**src/rtl/mpeg_video_header_encoder.sv**
```systemverilog
// mpeg_video_header_encoder
// Serialises MPEG-1 video headers (sequence, GOP, picture, sequence end) into
// a byte stream with a valid/ready handshake on both sides.
//   - A command is accepted only when the encoder is idle. Its fields are then
//     packed into a left-aligned 8-byte payload register, so later changes on
//     the command inputs cannot disturb the header in flight.
//   - Output order: start-code prefix 00 00 01, the code byte, then the
//     payload bytes (none for a sequence end).
//   - Optional build macro MPEG_HDR_SEQ_END_EN: when defined, cmd_type 3 emits
//     00 00 01 B7. When undefined, cmd_type 3 is accepted and dropped.
module mpeg_video_header_encoder (
    input  logic        clk,
    input  logic        reset_n,
    // command side
    input  logic        cmd_valid,
    output logic        cmd_ready,
    input  logic [1:0]  cmd_type,
    // sequence header fields
    input  logic [11:0] hsize,
    input  logic [11:0] vsize,
    input  logic [3:0]  aspect,
    input  logic [3:0]  rate,
    input  logic [17:0] bitrate,
    input  logic [9:0]  vbv_size,
    input  logic        constrained,
    // GOP fields
    input  logic        drop,
    input  logic [4:0]  hours,
    input  logic [5:0]  minutes,
    input  logic [5:0]  seconds,
    input  logic [5:0]  pictures,
    input  logic        closed_gop,
    input  logic        broken_link,
    // picture fields
    input  logic [9:0]  tmpref,
    input  logic [2:0]  pic_type,
    input  logic [15:0] vbv_delay,
    // stream side
    output logic [7:0]  out_data,
    output logic        out_valid,
    input  logic        out_ready,
    output logic        out_last
);

    typedef enum logic [1:0] {
        IDLE    = 2'd0,
        PREFIX  = 2'd1,
        CODE    = 2'd2,
        PAYLOAD = 2'd3
    } state_t;

    state_t          state, state_nxt;
    logic [2:0]      cnt;          // byte index inside PREFIX or PAYLOAD
    logic            cnt_clr, cnt_inc;
    logic            init_q;       // keeps cmd_ready low until the first edge after reset
    logic            cmd_fire;

    // Latched copy of the accepted command
    logic [7:0]      code_q;
    logic [7:0][7:0] payload_q;    // [7] is sent first
    logic [2:0]      last_idx_q;   // index of the final payload byte

    // Next-command assembly from the live inputs
    logic [7:0]      code_d;
    logic [7:0][7:0] payload_d;
    logic [2:0]      last_idx_d;
    logic [2:0]      eff_pic_type;

`ifdef MPEG_HDR_SEQ_END_EN
    logic            is_end_q;     // header is a bare sequence end code
`endif

    assign cmd_fire = cmd_valid & cmd_ready;

    // Pack the command fields into the on-wire bit layout, MSB first
    always_comb begin
        // Illegal picture types are coded as I pictures so the stream stays legal
        eff_pic_type = (pic_type == 3'd2 || pic_type == 3'd3) ? pic_type : 3'd1;
        code_d       = 8'hB7;
        payload_d    = '0;
        last_idx_d   = 3'd0;
        case (cmd_type)
            2'd0: begin
                code_d     = 8'hB3;
                payload_d  = {hsize, vsize, aspect, rate, bitrate, 1'b1,
                              vbv_size, constrained, 2'b00};
                last_idx_d = 3'd7;
            end
            2'd1: begin
                code_d     = 8'hB8;
                payload_d  = {drop, hours, minutes, 1'b1, seconds, pictures,
                              closed_gop, broken_link, 5'b00000, 32'h0};
                last_idx_d = 3'd3;
            end
            2'd2: begin
                code_d = 8'h00;
                case (eff_pic_type)
                    3'd2: begin
                        // full_pel 0, forward f_code 001, extra 0, 6-bit pad
                        payload_d  = {tmpref, eff_pic_type, vbv_delay,
                                      1'b0, 3'b001, 1'b0, 6'b000000, 24'h0};
                        last_idx_d = 3'd4;
                    end
                    3'd3: begin
                        // forward and backward 0+001, extra 0, 2-bit pad
                        payload_d  = {tmpref, eff_pic_type, vbv_delay,
                                      4'b0001, 4'b0001, 1'b0, 2'b00, 24'h0};
                        last_idx_d = 3'd4;
                    end
                    default: begin
                        // I picture: extra 0, 2-bit pad
                        payload_d  = {tmpref, eff_pic_type, vbv_delay,
                                      1'b0, 2'b00, 32'h0};
                        last_idx_d = 3'd3;
                    end
                endcase
            end
            default: begin
                code_d = 8'hB7;
            end
        endcase
    end

    // Capture the packed command on acceptance
    always_ff @(posedge clk or negedge reset_n) begin
        if (!reset_n) begin
            code_q     <= 8'h00;
            payload_q  <= '0;
            last_idx_q <= 3'd0;
`ifdef MPEG_HDR_SEQ_END_EN
            is_end_q   <= 1'b0;
`endif
        end else if (cmd_fire) begin
            code_q     <= code_d;
            payload_q  <= payload_d;
            last_idx_q <= last_idx_d;
`ifdef MPEG_HDR_SEQ_END_EN
            is_end_q   <= (cmd_type == 2'd3);
`endif
        end
    end

    // Ready gate: low throughout reset, high from the first edge after release
    always_ff @(posedge clk or negedge reset_n) begin
        if (!reset_n) init_q <= 1'b0;
        else          init_q <= 1'b1;
    end

    // State register
    always_ff @(posedge clk or negedge reset_n) begin
        if (!reset_n) state <= IDLE;
        else          state <= state_nxt;
    end

    // Byte counter shared by the prefix and payload phases
    always_ff @(posedge clk or negedge reset_n) begin
        if (!reset_n)     cnt <= 3'd0;
        else if (cnt_clr) cnt <= 3'd0;
        else if (cnt_inc) cnt <= cnt + 3'd1;
    end

    // Next-state and output decode
    always_comb begin
        state_nxt = state;
        cmd_ready = 1'b0;
        out_valid = 1'b0;
        out_data  = 8'h00;
        out_last  = 1'b0;
        cnt_clr   = 1'b0;
        cnt_inc   = 1'b0;
        case (state)
            IDLE: begin
                cmd_ready = init_q;
                if (cmd_valid && init_q) begin
`ifdef MPEG_HDR_SEQ_END_EN
                    state_nxt = PREFIX;
`else
                    // a sequence end is swallowed without leaving IDLE
                    if (cmd_type != 2'd3) state_nxt = PREFIX;
`endif
                end
            end
            PREFIX: begin
                out_valid = 1'b1;
                out_data  = (cnt == 3'd2) ? 8'h01 : 8'h00;
                if (out_ready) begin
                    if (cnt == 3'd2) begin
                        cnt_clr   = 1'b1;
                        state_nxt = CODE;
                    end else begin
                        cnt_inc = 1'b1;
                    end
                end
            end
            CODE: begin
                out_valid = 1'b1;
                out_data  = code_q;
`ifdef MPEG_HDR_SEQ_END_EN
                out_last  = is_end_q;
                if (out_ready) state_nxt = is_end_q ? IDLE : PAYLOAD;
`else
                if (out_ready) state_nxt = PAYLOAD;
`endif
            end
            PAYLOAD: begin
                out_valid = 1'b1;
                out_data  = payload_q[3'd7 - cnt];
                out_last  = (cnt == last_idx_q);
                if (out_ready) begin
                    if (cnt == last_idx_q) begin
                        cnt_clr   = 1'b1;
                        state_nxt = IDLE;
                    end else begin
                        cnt_inc = 1'b1;
                    end
                end
            end
            default: state_nxt = IDLE;
        endcase
    end

endmodule

```
**config.mk**
```make
export PLATFORM = sky130hd
export DESIGN_NAME = mpeg_video_header_encoder
export DESIGN_NICKNAME = d
export VERILOG_FILES = /design/src/rtl/mpeg_video_header_encoder.sv
export SDC_FILE = /design/constraint.sdc
export NUM_CORES = 1
export LEC_CHECK = 0
export BUFFER_PORTS_ARGS = -buffer_cell sky130_fd_sc_hd__buf_2
export CORE_MARGIN = 2
export CORE_UTILIZATION = 35
export DETAILED_ROUTE_END_ITERATION = 16
export PLACE_DENSITY = 0.7
export RECOVER_POWER = 100
export SETUP_SLACK_MARGIN = 0.4
export SLEW_MARGIN = 5
export SYNTH_ARGS = -nofsm -noshare
export SYNTH_HDL_FRONTEND = slang
export SYNTH_SLANG_ARGS = --single-unit
```
**constraint.sdc**
```tcl
create_clock -name clk -period 1.95 [get_ports clk]
set_input_delay 0.0975 -clock clk [delete_from_list [all_inputs] [get_ports clk]]
set_output_delay 0.0975 -clock clk [all_outputs]
set_load 0.01 [all_outputs]
```
==> impl_metrics.toml, run 1 <==
[critical_path]
r2r-end = "payload_q[8]$_DFFE_PN0P_"
crit_fanout = 8
worst_setup_path_end_kind = "primary output"
worstRegToRegCells = 8
cp_slowest_stage_delay_ns = 0.42
crit_required_ns = 1.85
cp_slowest_cell = "dfrtp_2"
critPathLaunchType = "register"
r2r_slack_ns = -0.06
path_cells = "buf_12 -> mux2_2 -> or3_1 -> o2111ai_2 -> a21oi_1 -> buf_2"
r2r-start = "state[0]$_DFFE_PN0P_"
critPathKind = "register to primary output"
critical_path_arrival_ns = 1.96

[yosys]
syn_area_um2 = 4040
synth_top_area_share_pct = 45.9
async_reset_ff_share_pct = 100
ys_warn_count = 0
yosysSeqAreaShare_pct = 45.9
avgSynthCellArea_um2 = 9.56
synth_edf_count = 0
ys_ff_latch = 74
yosys.area.top_type = "dfrtp_1"
syn_nets = 556
synthTopCellsByArea = "dfrtp_1, nand2_1, o21ai_0"
synthCells = 422
synth_cell_type_count = 49
synth.most_common_cell = "nand2_1"
yosys-top-cells-count = "nand2_1, dfrtp_1, o21ai_0"
synthFlopType = "dfrtp_1"

[worst_hold_path]
holdPathEnd = "payload_q[14]$_DFFE_PN0P_"
hold_path_class = "primary input to register"
hold_depth = 3
min-delay-start = "bitrate[0]"

[grt]
track_usage_pct = 20.0
grt_pass1_wl_um = 19700
grt_pass1_vias = 3877
grt_overflow_total = 0
grt_max_degree = 75
grt_antenna_before_repair = 0

[sta]
rsz0062_at_grt = "true"
fin_crit_sh_pct = 106
finalMaxSlewViolations = 0
finalSetupViolCount = 17
fin_ws_ns = -0.108
whs_ns = 0.0213
period_minus_slack_ns = 2.06
hold_violations = 0
final.setup.tns_ns = -0.645
relSlewSlack_pct = 32.2
skew_ns = 0.00554
fmax_mhz = 486
worstMarginPinSlew_ns = 1.02

[clock_tree]
cts_buffers = 9
clk_latency_ns = 0.33
clk_path_buf_depth = 2
clkTransAtPathRegs_ns = 0.06
cts_num_sinks = 74
htree_num_levels = 3
root_buffer = "clkbuf_16"
cts_tree = "yes"

[power]
p_int_mw = 5.25
switchingPower_mw = 3.32
total_leakage_power_nw = 2.80
swShare_pct = 38.7
fin_total_pwr_mw = 8.56
clkPwrFrac_pct = 20.5
p_seq_share_pct = 32.6
power_density_nw_per_um2 = 1410
power_frac_comb_pct = 47.0
ir_worst_vdd_mv = 0.667

[placed_design]
dp_hpwl_um = 8340
io_buffers = 132
finalWeightedCongestion = 0.910
dp.cells = 675
placed_area_um2 = 4870

[detailed_routing]
drc_errors = 0
wl_um = 15300
drt-initial-drc-count = 414
wl_per_cell_um = 20.9
vias_per_cell = 5.72
antenna_left = 0
vias = 4195
first_pass_iters = 5

[cells_and_area]
diodes = 0
final_area_um2 = 6080
stdcell_count = 734
drive_above_1_share_pct = 50.3
finalNetCount = 720
areaGrowthSynthToFinish_pct = 50.8

[die]
row_count = 39
core_area_um2 = 11300
fp.dieH_um = 111
start_util_pct = 35.6
io_pins = 133
fp.dieW_um = 111
die_area_um2 = 12400

[run]
maxCapViolCount = 0

[outcome]
outcome = "complete, but fails checks"
violations = "negative setup slack"
[how the worst max path moves through the flow]
stage / slack (ns) / from / endpoint
finish: -0.11 / cnt[0]$_DFFE_PN0P_ / out_data[3]
global placement: 0.17 / cnt[0]$_DFFE_PN0P_ / out_data[1]
CTS: -0.05 / cnt[0]$_DFFE_PN0P_ / out_data[4]
floorplan: 0.16 / cnt[0]$_DFFE_PN0P_ / state[1]$_DFFE_PN0P_
detailed placement: 0.20 / cnt[0]$_DFFE_PN0P_ / out_data[1]
global route: -0.14 / cnt[0]$_DFFE_PN0P_ / out_data[3]
[state kept, by name, summed over array words and instances (netlist names)]
signal	count
code_q	4
state	2
last_idx_q	2
init_q	1
cnt	3
payload_q	62
[cell type report]
type                            count  area [um2]
Fill cell                         926        5240
Clock buffer                       11         233
Tap cell                          143         179
Clock inverter                      5        78.8
Inverter                           10        42.5
Timing Repair Buffer              187        1270
Multi-Input combinational cell    304        2420
Sequential cell                    74        1860
[layout by cell type (no fill, tap or decap), types with 12 or more instances in the layout]
cell type,instances
o21ai_0,16
o21ai_1,24
buf_4,24
nand2_2,18
nand2_1,73
mux2i_1,12
nand2_4,13
dfrtp_1,71
buf_2,128
o21ai_2,23
a222oi_1,24
clkbuf_16,13
[metrics by stage]
| step | util (%) | setup WS, ns |
|---|---|---|
| after floorplan | - | 0.157 |
| after global placement | 43.0 | 0.175 |
| after detailed placement | 43.0 | 0.197 |
| after CTS | 49.0 | -0.0505 |
| after global routing | 53.7 | -0.144 |
| final | 53.7 | -0.108 |
[critical path, delay by kind of cell, from the launching register on]
kind / cells / cell delay, ns
DFF: 1 / 0.42
buffers and inverters: 2 / 0.31
AOI/OAI and AO/OA: 2 / 0.23
muxes: 1 / 0.34
and+or+nand+nor: 1 / 0.34
[cell families (layout without fill, tap and decap cells)]
family | after synthesis | after routing | synth area share [%]
AND/OR/NAND/NOR | 130 | 133 | 13.3
buffers and inverters | 47 | 213 | 5.15
multiplexers | 26 | 26 | 9.77
other | 1 | 1 | 0.0929
flip-flops | 74 | 74 | 45.9
AO/OA/AOI/OAI | 131 | 131 | 21.9
adder cells (fa/ha/maj) | 12 | 12 | 3.72
XOR/XNOR | 1 | 1 | 0.217
[routing by layer]
layer | routed length, um | share of wire [%] | global-route usage [%]
met3 | 1070 | 7.0 | 3.59
met4 | 584 | 3.8 | 6.91
met1 | 6110 | 40 | 27.5
met2 | 7560 | 49 | 32.2
met5 | 0 | 0 | 0
[timing repair]
item                       in CTS  in global routing
hold buffers                    2                  0
setup buffers                  12                 12
hold endpoints to repair       75                  0
setup endpoints to repair      62                 77
resized for setup              48                144
cloned                          5                 12
pin swaps                       8                 43
[power by group through the flow]
stage / Clock [mW] / Combinational [mW] / Sequential [mW]
after floorplan: 0 / 1.89 / 2.42
after global placement: 0 / 2.48 / 2.60
after detailed placement: 0 / 2.56 / 2.62
after CTS: 1.76 / 3.10 / 2.62
after global routing: 1.84 / 4.29 / 2.83
final: 1.75 / 4.02 / 2.79
Power figures use the tool's default switching activity.
==> run 2: changes to the inputs <==
--- a/config.mk
+++ b/config.mk
@@ -8,6 +8,7 @@
 export BUFFER_PORTS_ARGS = -buffer_cell sky130_fd_sc_hd__buf_2
 export CORE_MARGIN = 2
 export CORE_UTILIZATION = 35
+export CTS_BUF_LIST = sky130_fd_sc_hd__clkbuf_4 sky130_fd_sc_hd__clkbuf_8 sky130_fd_sc_hd__clkbuf_16
 export DETAILED_ROUTE_END_ITERATION = 16
 export PLACE_DENSITY = 0.7
 export RECOVER_POWER = 100
==> impl_metrics.toml, run 2 (synthesis gave the netlist of run 1 again) <==
[detailed_routing]
routed-wl-met2_um = 7120
wl_um = 14400
drt-initial-drc-count = 354
antenna_left = 0
vias = 4070
route.met3.wl_um = 1020
drc_errors = 0
wl_per_cell_um = 19.9
top_layer_used = "met4"
first_pass_iters = 5
wl_met1_um = 5920
vias_per_cell = 5.64

[critical_path]
crit_required_ns = 1.85
r2r-end = "payload_q[7]$_DFFE_PN0P_"
worst_setup_path_end_kind = "primary output"
critical_path_arrival_ns = 1.93
critPathKind = "register to primary output"
critPathLaunchType = "register"
r2r_slack_ns = -0.05
worstRegToRegCells = 9
crit_fanout = 15
r2r-start = "state[0]$_DFFE_PN0P_"

[worst_hold_path]
holdPathEnd = "payload_q[25]$_DFFE_PN0P_"
min-delay-start = "bitrate[11]"
hold_depth = 3
hold_path_class = "primary input to register"

[clock_tree]
clkTransAtPathRegs_ns = 0.06
clk_path_buf_depth = 2
cts_buffers = 9
cts_tree = "yes"
clk_latency_ns = 0.33
cts_num_sinks = 74
root_buffer = "clkbuf_16"
htree_num_levels = 3

[grt]
grt_antenna_before_repair = 0
grt_pass1_vias = 3886
track_usage_pct = 20.5
grt_overflow_total = 0
grt_pass1_wl_um = 20100
grt_max_degree = 75

[sta]
period_minus_slack_ns = 2.03
finalMaxSlewViolations = 0
worstMarginPinSlew_ns = 1.01
finalSetupViolCount = 30
fin_crit_sh_pct = 104
rsz0062_at_grt = "true"
relSlewSlack_pct = 32.4
final.setup.tns_ns = -0.889
fmax_mhz = 493
skew_ns = 0.00281
hold_violations = 0
fin_ws_ns = -0.0776

[cells_and_area]
areaGrowthSynthToFinish_pct = 47.0
stdcell_count = 722
diodes = 0
final.fill_count = 926
final_area_um2 = 5930
fin_util_pct = 52.4
finalNetCount = 708
reg.largest.list = "payload_q (62), code_q (4), cnt (3)"
mostFrequentLayoutCells = "buf_2, nand2_1, dfrtp_1, o21ai_2, a222oi_1"
largest_register_ffs = 62
largest_register = "payload_q"
final_common_cell = "buf_2"
drive_above_1_share_pct = 47.5

[power]
fin_total_pwr_mw = 8.36
power_density_nw_per_um2 = 1410
ir_worst_vdd_mv = 0.619
total_leakage_power_nw = 2.74

[die]
io_pins = 133
core_area_um2 = 11300
fp.dieW_um = 111
start_util_pct = 35.6
die_area_um2 = 12400
fp.dieH_um = 111
row_count = 39

[placed_design]
io_buffers = 132
dp.cells = 675
finalWeightedCongestion = 0.910
placed_area_um2 = 4870
dp_hpwl_um = 8340

[outcome]
outcome = "complete, but fails checks"
violations = "negative setup slack"

[run]
maxCapViolCount = 0
## run 2: cell count changes in the layout (fill, tap and decap cells not counted), moves of 4 or more
cell,before,now
o21ai_2,23,28
nand2_1,73,81
clkbuf_2,8,2
clkbuf_16,13,9
o21ai_0,16,22
o21ai_1,24,13
buf_4,24,20
nand2_2,18,11
## run 2: what timing repair did
item | in CTS | in global routing
hold buffers | 2 | 0
pin swaps | 8 | 60
setup buffers | 16 | 1
cloned | 6 | 6
endpoints found under the setup margin | 62 | 80
endpoints found under the hold margin | 75 | 0
gates resized for setup | 32 | 146
## run 2: stage by stage
stage | hold WS (ns) | worst slack [ns]
after floorplan | -0.198 | 0.157
after global placement | 0.280 | 0.175
after detailed placement | 0.297 | 0.197
after CTS | 0.0239 | -0.0499
after global routing | 0.0287 | -0.134
final | 0.0223 | -0.0776
## run 2: worst max path at each step
stage,depth (start not counted),startpoint,end
floorplan,9,cnt[0]$_DFFE_PN0P_,state[1]$_DFFE_PN0P_
global placement,5,cnt[0]$_DFFE_PN0P_,out_data[1]
detailed placement,5,cnt[0]$_DFFE_PN0P_,out_data[1]
CTS,5,cnt[0]$_DFFE_PN0P_,out_data[4]
global route,8,cnt[0]$_DFFE_PN0P_,out_data[5]
finish,5,cnt[0]$_DFFE_PN0P_,out_data[3]
## run 2: critical path, cell delays in order (launching register included)
cell       delay [ns]
dfrtp_2          0.38
buf_12           0.16
mux4_1           0.57
o2111ai_1        0.21
a21oi_1          0.12
buf_2            0.15
## run 2: final cells by class
type	count	area, um2	area share [%]
Tap cell	143	179	3.02
Inverter	10	47.5	0.801
Clock buffer	11	240	4.05
Clock inverter	5	78.8	1.33
Multi-Input combinational cell	305	2430	41.0
Timing Repair Buffer	174	1100	18.6
Sequential cell	74	1850	31.2
## run 2: layer usage
| layer | up-vias | global-route usage (%) |
|---|---|---|
| met1 | 1991 | 27.7 |
| met2 | 202 | 34.1 |
| met4 | 0 | 4.94 |
| met3 | 26 | 4.19 |
| li1 | 1851 | - |
| met5 | - | 0 |
## run 2: report_power, final
group	leakage [nW]	internal (mW)	total, mW	switching (mW)
clock	0.160	1.15	1.79	0.640
combinational	1.60	1.84	3.83	1.99
sequential	0.976	2.18	2.74	0.568
